**src/rtl/spike_pkg.sv**
```systemverilog
// Shared defaults and FSM encoding for the rate-coded spike encoder.
package spike_pkg;

    localparam int unsigned NUM_SPIKES_DEF = 10;
    localparam int unsigned WIDTH_DEF      = 8;

    typedef enum logic [1:0] {
        ST_IDLE = 2'd0,
        ST_RUN  = 2'd1,
        ST_DONE = 2'd2
    } enc_state_t;

endpackage

```
**src/rtl/spike_encoder_channel.sv**
```systemverilog
// One encoder channel: rate register, phase accumulator and registered spike.
module spike_encoder_channel
    import spike_pkg::*;
#(
    parameter int unsigned WIDTH_P = WIDTH_DEF
) (
    input  logic               clk_i,
    input  logic               rst_i,
    input  logic               wr_en_i,
    input  logic [WIDTH_P-1:0] wr_rate_i,
    input  logic               clr_i,
    input  logic               step_i,
    output logic               spike_o
);

    logic [WIDTH_P-1:0] rate_q;
    logic [WIDTH_P-1:0] acc_q;
    logic [WIDTH_P:0]   sum_c;

    // The carry out of the accumulator is the spike for this step.
    assign sum_c = {1'b0, acc_q} + {1'b0, rate_q};

    // Rate write, accumulator clear/advance and spike register.
    always_ff @(posedge clk_i) begin
        if (rst_i) begin
            rate_q  <= '0;
            acc_q   <= '0;
            spike_o <= 1'b0;
        end else begin
            if (wr_en_i) begin
                rate_q <= wr_rate_i;
            end
            if (clr_i) begin
                acc_q <= '0;
            end else if (step_i) begin
                acc_q <= sum_c[WIDTH_P-1:0];
            end
            spike_o <= step_i & sum_c[WIDTH_P];
        end
    end

endmodule

```
**src/rtl/spike_encoder.sv**
```systemverilog
// Rate-to-spike encoder: window FSM, step counter and load decode over N channels.
module spike_encoder
    import spike_pkg::*;
#(
    parameter int unsigned NUM_SPIKES = NUM_SPIKES_DEF,
    parameter int unsigned WIDTH_P    = WIDTH_DEF
) (
    input  logic                          clk_i,
    input  logic                          rst_i,
    input  logic                          load_valid_i,
    output logic                          load_ready_o,
    input  logic [$clog2(NUM_SPIKES)-1:0] load_idx_i,
    input  logic [WIDTH_P-1:0]            load_rate_i,
    input  logic                          start_i,
    input  logic                          step_i,
    output logic [NUM_SPIKES-1:0]         spike_o,
    output logic                          busy_o,
    output logic                          done_o
);

    localparam int unsigned IDX_W = $clog2(NUM_SPIKES);
    localparam int unsigned CNT_W = WIDTH_P + 1;
    localparam logic [CNT_W-1:0] LAST_STEP = {1'b0, {WIDTH_P{1'b1}}};

    enc_state_t              state_q;
    logic [CNT_W-1:0]        step_cnt_q;
    logic                    load_hs_c;
    logic                    start_c;
    logic                    step_c;
    logic [NUM_SPIKES-1:0]   wr_en_c;

    // Accepted load, window start and step qualifiers.
    assign load_hs_c = load_ready_o & load_valid_i;
    assign start_c   = (state_q == ST_IDLE) & start_i;
    assign step_c    = (state_q == ST_RUN) & step_i;

    // Window FSM with step counter; counter is one bit wider so it never wraps mid-window.
    always_ff @(posedge clk_i) begin
        if (rst_i) begin
            state_q      <= ST_IDLE;
            step_cnt_q   <= '0;
            load_ready_o <= 1'b1;
            busy_o       <= 1'b0;
            done_o       <= 1'b0;
        end else begin
            done_o <= 1'b0;
            case (state_q)
                ST_IDLE: begin
                    if (start_i) begin
                        state_q      <= ST_RUN;
                        step_cnt_q   <= '0;
                        busy_o       <= 1'b1;
                        load_ready_o <= 1'b0;
                    end
                end
                ST_RUN: begin
                    if (step_i) begin
                        step_cnt_q <= step_cnt_q + CNT_W'(1);
                        if (step_cnt_q == LAST_STEP) begin
                            state_q <= ST_DONE;
                            busy_o  <= 1'b0;
                            done_o  <= 1'b1;
                        end
                    end
                end
                ST_DONE: begin
                    state_q      <= ST_IDLE;
                    load_ready_o <= 1'b1;
                end
                default: begin
                    state_q      <= ST_IDLE;
                    busy_o       <= 1'b0;
                    load_ready_o <= 1'b1;
                end
            endcase
        end
    end

    // Per-channel write decode; out-of-range indices match no channel.
    for (genvar c = 0; c < NUM_SPIKES; c++) begin : g_ch
        assign wr_en_c[c] = load_hs_c && (load_idx_i == IDX_W'(c));

        spike_encoder_channel #(
            .WIDTH_P(WIDTH_P)
        ) u_channel (
            .clk_i    (clk_i),
            .rst_i    (rst_i),
            .wr_en_i  (wr_en_c[c]),
            .wr_rate_i(load_rate_i),
            .clr_i    (start_c),
            .step_i   (step_c),
            .spike_o  (spike_o[c])
        );
    end

endmodule

```
**config.mk**
```make
export PLATFORM = sky130hd
export DESIGN_NAME = spike_encoder
export DESIGN_NICKNAME = d
export VERILOG_FILES = /design/src/rtl/spike_pkg.sv /design/src/rtl/spike_encoder_channel.sv /design/src/rtl/spike_encoder.sv
export SDC_FILE = /design/constraint.sdc
export NUM_CORES = 1
export LEC_CHECK = 0
export BUFFER_PORTS_ARGS = -buffer_cell sky130_fd_sc_hd__buf_2
export CAP_MARGIN = 10
export CORE_ASPECT_RATIO = 0.9
export CORE_UTILIZATION = 40
export CTS_CLUSTER_DIAMETER = 150
export CTS_CLUSTER_SIZE = 8
export DETAILED_ROUTE_END_ITERATION = 7
export GPL_TIMING_DRIVEN = 1
export HOLD_SLACK_MARGIN = 0.1
export PLACE_DENSITY = 0.66
export SKIP_LAST_GASP = 1
export SLEW_MARGIN = 0
export SYNTH_ARGS = -nofsm -noshare
export SYNTH_HDL_FRONTEND = slang
export SYNTH_SLANG_ARGS = --single-unit
```
**constraint.sdc**
```tcl
create_clock -name clk_i -period 4.25 [get_ports clk_i]
set_clock_uncertainty 0.15 [all_clocks]
set_input_delay 0.425 -clock clk_i [delete_from_list [all_inputs] [get_ports clk_i]]
set_output_delay 0.425 -clock clk_i [all_outputs]
set_load 0.005 [all_outputs]
```
==> qor.yml <==
status: "finished, final reports clean"
ys_seq_area_share_pct: 37.7
r2r-start: "state_q[0]"
synth.distinct_cells: 45
grt_pass1_wl_um: 37200
cp_slowest_cell: "nor2_1"
fin_nets: 1236
met1_usage_pct: 24.8
yosysWarnings: 0
p_sw_uw: 803
clockBufferDepth: 2
end_kind: "flip-flop"
grt_overflow_total: 0
synth_most_common_cell: "dfxtp_1"
utilization_pct: 44.9
yosysTopAreaCellShare_pct: 37.7
drt_iter0_drc: 440
drc: 0
final.setup.tns_ns: 0
synth_nets: 1246
worst-path-buf-inv: 2
clk_pin_slew_ns: 0.06
synth_cells: 1137
avgSynthCellArea_um2: 8.60
grt_util_all_layers_pct: 18.8
layout-area-overhead-vs-synth_pct: 8.58
setup_violations: 0
ys_top_cells_by_area: "dfxtp_1, ha_1, mux2i_1"
ys_ff_latch: 184
tightest_slew_ns: 1.16
worstPathArrival_ns: 3.03
fp.dieW_um: 167
max_freq_mhz: 355
setup_ws_ns: 1.43
cts-root-buf: "clkbuf_16"
antenna_found_initial: 0
crit_type: "in2reg"
fin_cells: 1438
routed_wl_um: 22400
synth_largest_area_cell: "dfxtp_1"
hold_viol: 0
reg2regPathDepth: 5
drive_gt1_share_pct: 7.48
swShare_pct: 22.8
vias: 7632
peakVddDrop_mv: 0.267
rsz0062_at_grt: "false"
final_antenna_net_count: 0
drt_pre_antenna_iters: 5
async_flop_share_pct: 0
max_stage_delay_ns: 0.95
grt_use_met3_pct: 3.47
cts-htree-levels: 4
grt_max_degree: 86
p_int_uw: 2720
clock-sinks: 184
top_usage_layer: "met2"
synth_ff_type: "dfxtp_1"
max_cap_viol_count: 0
core_area_um2: 23700
die_h_um: 150
placedCellCount: 1409
cp-startpoint: "step_i"
cp-endpoint: "g_ch[2].u_channel.spike_o"
crit_cells: 7
wl_per_cell_um: 15.6
place.gp.congestion: 0.816
synth_edf_count: 0
start_kind: "primary input"
crit_path_cell_trace: "dlygate4sd3_1 > buf_2 > nand2_2 > or2_4 > nor2_1 > o21ai_0 > a21oi_1"
power_density_nw_per_um2: 332
ios: 30
cts_made_buffers: 17
p_seq_share_pct: 49.7
min_period_ns: 2.82
finalCritPeriodShare_pct: 66.4
num_rows: 53
vias_per_cell: 5.31
ff2ff_setup_slack_ns: 1.64
io_buffers: 29
grt_pass1_vias: 7422
p_leak_uw: 0.00466
hpwl_um: 14400
n_antenna_cell: 0
combPwrFrac_pct: 5.6
hp-class: "in2reg"
synth_common_cells: "dfxtp_1, nor2_1, nand2_1"
cts_tree: "done"
holdPathStages: 3
cp_data_required_time_ns: 4.46
pre_cts_ws_ns: 1.50
finalMaxSlewViolations: 0
clk-insertion-delay-late_ns: 0.43
slew_headroom_pct: 22.4
cp_max_fo: 47
dieArea_um2: 25100
start_util_pct: 41.3
syn_area_um2: 9780
power_frac_clock_pct: 44.7
power_uw: 3530
cpLargestDelayFamily: "simple AND/OR/NAND/NOR gates"
reg2reg_to: "g_ch[2].u_channel.spike_o"
grt_util_met2_pct: 31.4
[cell families after synthesis]
logic type	share of synthesized area (%)
adder cells (fa/ha/maj)	12.5
XOR/XNOR	2.33
AND/OR/NAND/NOR	19.7
multiplexers	9.41
buffers and inverters	4.82
flip-flops	37.7
AO/OA/AOI/OAI	13.6
[registers in the layout, summed over array words and instances, names as in the netlist]
signal                  flops
done_o                      1
g_ch.u_channel.rate_q      80
step_cnt_q                  9
state_q                     2
busy_o                      1
load_ready_o                1
g_ch.u_channel.spike_o     10
g_ch.u_channel.acc_q       80
[cell usage in the layout, fill, tap and decap left out, types with 3 or more instances in the layout]
| master | synthesis | final |
|---|---|---|
| dfxtp_1 | 184 | 184 |
| nand2b_1 | 32 | 32 |
| nor2b_1 | 10 | 10 |
| xor2_1 | 4 | 4 |
| nand2_1 | 112 | 112 |
| o211ai_1 | 3 | 3 |
| ha_1 | 82 | 82 |
| xnor2_1 | 22 | 22 |
| nor2_1 | 137 | 136 |
| inv_1 | 33 | 33 |
| nand3_1 | 52 | 52 |
| clkbuf_1 | 22 | 3 |
| fa_1 | 10 | 10 |
| buf_2 | 23 | 29 |
| o21ai_0 | 56 | 56 |
| o211a_1 | 7 | 7 |
| clkbuf_16 | 0 | 17 |
| clkbuf_8 | 0 | 5 |
| a21o_1 | 11 | 11 |
| or2_2 | 11 | 10 |
| buf_4 | 14 | 8 |
| and3_1 | 23 | 23 |
| o22ai_1 | 11 | 11 |
| o21a_1 | 3 | 3 |
| mux2i_1 | 92 | 92 |
| a211oi_1 | 25 | 25 |
| a21oi_1 | 103 | 103 |
| nor3_1 | 21 | 21 |
| o21bai_1 | 7 | 7 |
[worst reg2reg max path, delay by kind of cell, from the launching register on]
kind	cells	cell delay, ns
flops	1	0.43
compound gates	2	0.42
simple gates	3	1.54
[through the flow]
| stage | hold WS (ns) | area [µm²] |
|---|---|---|
| 4_1_cts | 0.163 | 10600 |
| 3_3_place_gp | 0.294 | 10000 |
| 6_report | 0.176 | 10600 |
| 5_1_grt | 0.191 | 10600 |
| 3_5_place_dp | 0.299 | 10000 |
| 2_1_floorplan | 0.284 | 9780 |
[power by group through the flow]
stage	registers [µW]	logic, µW	clock network [µW]
CTS	1750	199	1610
floorplan	1790	135	0
finish	1750	198	1570
global route	1750	218	1680
detailed placement	1790	198	0
global placement	1790	195	0
[cell type report]
cell class                 instances  area, µm²
timing repair buffer              38        215
multi-input combinational        853       5650
clock inverter                     3       65.1
tap                              302        378
fill                            2286      13100
inverter                          33        124
clock buffer                      25        505
sequential                       184       3680
[metal layers]
metal,up-vias,wire length (µm)
li1,3898,-
met1,3606,11400
met2,108,10100
met3,20,732
met4,0,248
met5,-,0
[worst min path at each step]
| stage | start | end | slack (ns) |
|---|---|---|---|
| 2_1_floorplan | g_ch[3].u_channel.acc_q[6] | g_ch[3].u_channel.acc_q[6] | 0.28 |
| 3_3_place_gp | g_ch[9].u_channel.acc_q[2] | g_ch[9].u_channel.acc_q[2] | 0.29 |
| 3_5_place_dp | g_ch[5].u_channel.acc_q[2] | g_ch[5].u_channel.acc_q[2] | 0.30 |
| 4_1_cts | start_i | state_q[0] | 0.16 |
| 5_1_grt | start_i | state_q[0] | 0.19 |
| 6_report | start_i | state_q[0] | 0.18 |
[timing repair]
item | CTS | global route
setup buffers | 0 | 0
resized for setup | 0 | 0
hold buffers | 1 | 0
setup endpoints to repair | 0 | 0
endpoints found under the hold margin | 1 | 0
Power figures use the tool's default switching activity.
